==> config.mk <==
export PLATFORM = sky130hd
export DESIGN_NAME = mesi_isc_breq_arbiter
export DESIGN_NICKNAME = d
export VERILOG_FILES = /design/src/rtl/mesi_isc_breq_arbiter.sv
export SDC_FILE = /design/constraint.sdc
export NUM_CORES = 1
export LEC_CHECK = 0
export CAP_MARGIN = 20
export CORE_MARGIN = 3
export CORE_UTILIZATION = 39
export CTS_BUF_LIST = sky130_fd_sc_hd__clkbuf_4 sky130_fd_sc_hd__clkbuf_8 sky130_fd_sc_hd__clkbuf_16
export DETAILED_ROUTE_END_ITERATION = 10
export PLACE_DENSITY = 0.82
export SLEW_MARGIN = 20
export SYNTH_ARGS = -nofsm -noshare
export SYNTH_HDL_FRONTEND = slang
export SYNTH_SLANG_ARGS = --single-unit
==> constraint.sdc <==
create_clock -name clk -period 3.17 [get_ports clk]
set_clock_uncertainty 0.05 [all_clocks]
set_input_delay 0.951 -clock clk [delete_from_list [all_inputs] [get_ports clk]]
set_output_delay 0.951 -clock clk [all_outputs]
set_load 0.03 [all_outputs]
==> src/rtl/mesi_isc_breq_arbiter.sv <==
// Round-robin arbiter: pops one pending CPU main-bus request per two cycles and,
// unless it is a NOP, writes it into the broadcast FIFO with a fresh broadcast id.
module mesi_isc_breq_arbiter #(
    parameter int unsigned BROAD_TYPE_WIDTH = 2,
    parameter int unsigned BROAD_ID_WIDTH   = 5,
    parameter int unsigned ADDR_WIDTH       = 32
) (
    input  logic                          clk,
    input  logic                          rst,
    input  logic [3:0]                    breq_valid_array_i,
    input  logic [4*BROAD_TYPE_WIDTH-1:0] breq_type_array_i,
    input  logic [4*ADDR_WIDTH-1:0]       breq_addr_array_i,
    input  logic                          broad_fifo_full_i,
    output logic [3:0]                    breq_fifo_rd_array_o,
    output logic                          broad_fifo_wr_o,
    output logic [BROAD_TYPE_WIDTH-1:0]   broad_type_o,
    output logic [1:0]                    broad_cpu_id_o,
    output logic [BROAD_ID_WIDTH-1:0]     broad_id_o,
    output logic [ADDR_WIDTH-1:0]         broad_addr_o
);

    localparam logic [BROAD_TYPE_WIDTH-1:0] BREQ_TYPE_NOP = '0;

    typedef enum logic {
        ST_IDLE  = 1'b0,
        ST_ISSUE = 1'b1
    } state_t;

    state_t                        r_state;
    logic [1:0]                    r_last_grant;
    logic [BROAD_ID_WIDTH-1:0]     r_id_cnt;
    logic [3:0]                    r_rd;
    logic                          r_wr;
    logic [BROAD_TYPE_WIDTH-1:0]   r_type;
    logic [1:0]                    r_cpu_id;
    logic [BROAD_ID_WIDTH-1:0]     r_broad_id;
    logic [ADDR_WIDTH-1:0]         r_addr;

    logic                          w_grant_vld;
    logic [1:0]                    w_grant_idx;
    logic [BROAD_TYPE_WIDTH-1:0]   w_grant_type;
    logic [ADDR_WIDTH-1:0]         w_grant_addr;
    logic                          w_grant_is_nop;

    // Rotating priority: scan last_grant+1 .. last_grant+4; descending loop lets the nearest win.
    always_comb begin
        w_grant_vld = |breq_valid_array_i;
        w_grant_idx = 2'(r_last_grant + 2'd1);
        for (int j = 3; j >= 0; j--) begin
            if (breq_valid_array_i[2'(r_last_grant + 2'(j + 1))]) begin
                w_grant_idx = 2'(r_last_grant + 2'(j + 1));
            end
        end
        w_grant_type   = breq_type_array_i[int'(w_grant_idx) * BROAD_TYPE_WIDTH +: BROAD_TYPE_WIDTH];
        w_grant_addr   = breq_addr_array_i[int'(w_grant_idx) * ADDR_WIDTH +: ADDR_WIDTH];
        w_grant_is_nop = (w_grant_type == BREQ_TYPE_NOP);
    end

    always_ff @(posedge clk or posedge rst) begin
        if (rst) begin
            r_state      <= ST_IDLE;
            r_last_grant <= 2'd3;
            r_id_cnt     <= '0;
            r_rd         <= '0;
            r_wr         <= 1'b0;
            r_type       <= '0;
            r_cpu_id     <= '0;
            r_broad_id   <= '0;
            r_addr       <= '0;
        end else begin
            case (r_state)
                ST_IDLE: begin
                    r_rd <= '0;
                    r_wr <= 1'b0;
                    if (!broad_fifo_full_i && w_grant_vld) begin
                        r_rd         <= 4'(1) << w_grant_idx;
                        r_wr         <= !w_grant_is_nop;
                        r_last_grant <= w_grant_idx;
                        r_state      <= ST_ISSUE;
                        // NOP entries are discarded, so the data outputs keep their last write.
                        if (!w_grant_is_nop) begin
                            r_type     <= w_grant_type;
                            r_cpu_id   <= w_grant_idx;
                            r_addr     <= w_grant_addr;
                            r_broad_id <= r_id_cnt;
                        end
                    end
                end
                ST_ISSUE: begin
                    r_rd    <= '0;
                    r_wr    <= 1'b0;
                    r_state <= ST_IDLE;
                    if (r_wr) begin
                        r_id_cnt <= BROAD_ID_WIDTH'(r_id_cnt + 1'b1);
                    end
                end
                default: begin
                    r_rd    <= '0;
                    r_wr    <= 1'b0;
                    r_state <= ST_IDLE;
                end
            endcase
        end
    end

    assign breq_fifo_rd_array_o = r_rd;
    assign broad_fifo_wr_o      = r_wr;
    assign broad_type_o         = r_type;
    assign broad_cpu_id_o       = r_cpu_id;
    assign broad_id_o           = r_broad_id;
    assign broad_addr_o         = r_addr;

endmodule

==> impl_metrics.json, run 1 <==
{
  "path_delay_family": "compound AO/OA/AOI/OAI gates",
  "multi_input_area_sq_um": 1870,
  "initial_core_util": 0.405,
  "drcViolationCount": 0,
  "slew_headroom": 0.647,
  "cts_hold_buf": 0,
  "worstSetupPathType": "input pin to register",
  "antenna_found_initial": 0,
  "final_cells": 636,
  "final_nets": 674,
  "overflow": 0,
  "pre_cts_ws_ps": -267,
  "crit_fanout": 8,
  "worst-path-buf-inv": 2,
  "drt_iter0_drc": 68,
  "slowest_stage": "clkdlybuf4s50_1",
  "port_buffers": 188,
  "avgSynthCellArea_sq_um": 10.0,
  "clk_pin_slew_ps": 100,
  "vias": 3255,
  "fill_cells": 617,
  "cts_made_buffers": 5,
  "dieArea_sq_um": 9730,
  "die_w_um": 98.6,
  "final_util": 0.687,
  "dp_cells": 621,
  "final_antenna_net_count": 0,
  "dr.pass1.iters": 4,
  "hp-class": "register to register",
  "fp-row-count": 33,
  "io_pins": 189,
  "n_antenna_cell": 0,
  "syn_to_final_growth_pct": 69.6,
  "setup_viol": 0,
  "tritoncts": "built",
  "fin_tns_setup_ps": 0,
  "core_sq_um": 8260,
  "fin_crit_sh": 0.979,
  "synth_seq_cells": 54,
  "routed-wl-met3_um": 906,
  "cts_root_buf": "clkbuf_8",
  "ys_seq_area_frac": 0.405,
  "viasPerCell": 5.12,
  "endpoint_kind": "register",
  "wl_met1_mm": 4.12,
  "startpoint_type": "input pin",
  "finalHoldViolCount": 0,
  "routed.top_layer": "met4",
  "synth_area_sq_um": 3350,
  "clkLatencyLatePin_ps": 300,
  "arrival_ps": 3250,
  "drive_above_1_share": 0.168,
  "clk_path_buf_depth": 2,
  "vdd_ir_drop_max_mv": 0.565,
  "clock_sinks": 54,
  "slowest_delay_ps": 580,
  "total_power_uw": 4920,
  "cp_cell_sequence": "clkdlybuf4s50_1 -> nand2b_1 -> a21boi_2 -> a221o_2 -> nand2_1 -> a32oi_4 -> o21a_4 -> clkbuf_16 -> mux2_4",
  "grt_start_max_net_pins": 42,
  "route.met2.wl_mm": 5.32,
  "yosys_warnings": 0,
  "yosysUniqueCellTypes": 37,
  "avgRoutedWirePerCell_um": 16.5,
  "critPathRequiredTime_ps": 3320,
  "seqCellArea_sq_um": 1350,
  "status": "completed",
  "htree_levels": 2,
  "wl_mm": 10.5,
  "p_per_area_nw_per_um2": 866,
  "cap_viol_max_count": 0,
  "drv_slew": 0,
  "gp_congestion": 0.980,
  "die_y_um": 98.6,
  "worst_pin_slew_ps": 529,
  "grt_pass1_wl_mm": 16.2,
  "dp_hpwl_mm": 8.02,
  "grt_usage": 0.204,
  "period_needed_ps": 3100,
  "power.leakage_uw": 0.00236,
  "fin_ws_ps": 66.3,
  "fmax_mhz": 322,
  "first_global_vias": 3332,
  "syn_inst": 334,
  "synth_fp_nets": 478
}
==> layout by cell type (no fill, tap or decap), types with 2 or more instances in the layout <==
master	synthesis	final
a22o_1	2	2
clkbuf_16	0	2
a21oi_1	2	2
and3_1	2	2
nand4_1	2	2
xor2_1	2	2
a211oi_1	32	32
buf_12	0	5
clkinv_2	0	2
and2_0	4	4
mux2_2	2	2
nor2_1	4	4
a31oi_1	32	32
dfrtp_1	52	52
xnor2_1	3	3
nand2b_1	2	2
clkdlybuf4s50_1	0	186
dlymetal6s2s_1	0	2
and2_1	29	29
nand2_1	77	76
mux2_4	39	39
clkbuf_8	0	5
dfstp_2	2	2
buf_4	0	22
==> stage by stage <==
stage | cell area, sq um | hold slack (ps)
3_5_place_dp | 5440 | 425
4_1_cts | 5550 | 442
2_1_floorplan | 3350 | 396
3_3_place_gp | 5440 | 413
6_report | 5680 | 438
5_1_grt | 5680 | 459
==> synth_stat cells <==
cell / instances / area [sq um]
o21a_4: 1 / 15.0
nand2_1: 77 / 289
and2_1: 29 / 181
nor2_1: 4 / 15.0
and2_0: 4 / 25.0
buf_6: 4 / 45.0
nand2b_1: 2 / 12.5
a21oi_1: 2 / 10.0
o2bb2ai_2: 1 / 15.0
buf_1: 2 / 7.51
xor2_1: 2 / 17.5
mux2_2: 2 / 22.5
buf_2: 6 / 30.0
and3_1: 2 / 12.5
a31oi_1: 32 / 200
a22o_1: 2 / 17.5
nand3b_1: 1 / 7.51
dfrtp_1: 52 / 1300
xnor2_1: 3 / 26.3
a21boi_1: 1 / 7.51
o211ai_1: 1 / 7.51
nand4_1: 2 / 12.5
nor3_1: 1 / 5.00
a221oi_4: 1 / 26.3
clkbuf_1: 16 / 60.1
a22oi_1: 1 / 7.51
and2b_1: 1 / 7.51
o21ai_0: 1 / 5.00
a221o_2: 1 / 11.3
inv_1: 2 / 7.51
dfstp_2: 2 / 52.6
a32oi_2: 2 / 32.5
mux2_4: 39 / 586
nor4_1: 1 / 6.26
o21a_1: 1 / 7.51
a211oi_1: 32 / 240
ha_1: 1 / 12.5
==> worst paths after layout <==
| path | slack, ps | cells after the start | from | endpoint |
|---|---|---|---|---|
| setup reg to reg | 570 | 8 | r_last_grant[0]$_DFFE_PP1P_ | broad_addr_o[10]$_DFFE_PP0P_ |
| setup / recovery | 70 | 9 | breq_valid_array_i[3] | broad_addr_o[10]$_DFFE_PP0P_ |
| min in group asynchronous | 950 | 2 | rst | broad_cpu_id_o[0]$_DFFE_PP0P_ |
| hold / removal | 440 | 1 | r_id_cnt[4]$_DFFE_PP0P_ | r_id_cnt[4]$_DFFE_PP0P_ |
| hold reg to reg | 440 | 1 | r_id_cnt[4]$_DFFE_PP0P_ | r_id_cnt[4]$_DFFE_PP0P_ |
| max in group asynchronous | 1450 | 3 | rst | broad_addr_o[26]$_DFFE_PP0P_ |
==> registers in the layout, indices dropped and copies added (netlist names) <==
name,cells
broad_addr_o,32
broad_id_o,5
r_id_cnt,5
breq_fifo_rd_array_o,4
broad_cpu_id_o,2
broad_type_o,2
r_last_grant,2
broad_fifo_wr_o,1
r_state,1
==> routing by layer <==
layer | GRT usage | up-vias
li1 | - | 1580
met1 | 0.239 | 1506
met2 | 0.360 | 153
met3 | 0.0651 | 16
met4 | 0.0557 | 0
met5 | 0 | -
==> power by group <==
part / total (uW) / internal (uW) / switching [uW]
Sequential: 1230 / 1010 / 216
Combinational: 3240 / 1640 / 1600
Clock: 451 / 233 / 218
Total: 4920 / 2880 / 2040
==> final cells by class <==
| type | count | area share |
|---|---|---|
| repair buffers | 217 | 0.388 |
| multi-input cells | 250 | 0.330 |
| flip-flops and latches | 54 | 0.239 |
| well taps | 105 | 0.0231 |
| clock buffers | 5 | 0.0121 |
| clock inverters | 3 | 0.00705 |
| inverters | 2 | 0.00132 |
==> worst register-to-register path, delay by kind of cell, from the launching register on <==
family          cells  cell delay, ps
mux                 1             300
compound gates      5            1140
flops               1             600
simple gates        1             190
buf+inv             1             210
==> cells by family after synthesis <==
family / Yosys count / synth area share
AOI/OAI and AO/OA: 79 / 0.180
xor gates and xnor gates: 5 / 0.0131
adders and majority gates: 1 / 0.00374
buffers and inverters: 30 / 0.0449
DFF: 54 / 0.405
muxes: 41 / 0.182
and+or+nand+nor: 124 / 0.172
==> timing repair <==
| action | in CTS | in global routing |
|---|---|---|
| setup endpoints to repair | 0 | 39 |
| buffers inserted | 0 | 5 |
| gates resized for setup | 0 | 7 |
No activity file was read; power rests on OpenSTA's default activity.
==> inputs of run 2 (changes only) <==
--- a/config.mk
+++ b/config.mk
@@ -5,11 +5,11 @@
 export SDC_FILE = /design/constraint.sdc
 export NUM_CORES = 1
 export LEC_CHECK = 0
-export CAP_MARGIN = 20
 export CORE_MARGIN = 3
 export CORE_UTILIZATION = 39
 export CTS_BUF_LIST = sky130_fd_sc_hd__clkbuf_4 sky130_fd_sc_hd__clkbuf_8 sky130_fd_sc_hd__clkbuf_16
 export DETAILED_ROUTE_END_ITERATION = 10
+export GPL_TIMING_DRIVEN = 1
 export PLACE_DENSITY = 0.82
 export SLEW_MARGIN = 20
 export SYNTH_ARGS = -nofsm -noshare
==> results of run 2 <==
No change in the layout: final DEF, timing and power equal those of run 1.
==> inputs of run 3 (changes only) <==
--- a/config.mk
+++ b/config.mk
@@ -8,6 +8,7 @@
 export CORE_MARGIN = 3
 export CORE_UTILIZATION = 39
 export CTS_BUF_LIST = sky130_fd_sc_hd__clkbuf_4 sky130_fd_sc_hd__clkbuf_8 sky130_fd_sc_hd__clkbuf_16
+export CTS_CLUSTER_SIZE = 24
 export DETAILED_ROUTE_END_ITERATION = 10
 export GPL_TIMING_DRIVEN = 1
 export PLACE_DENSITY = 0.82
==> results of run 3 <==
No change in the layout: final DEF, timing and power equal those of run 1.
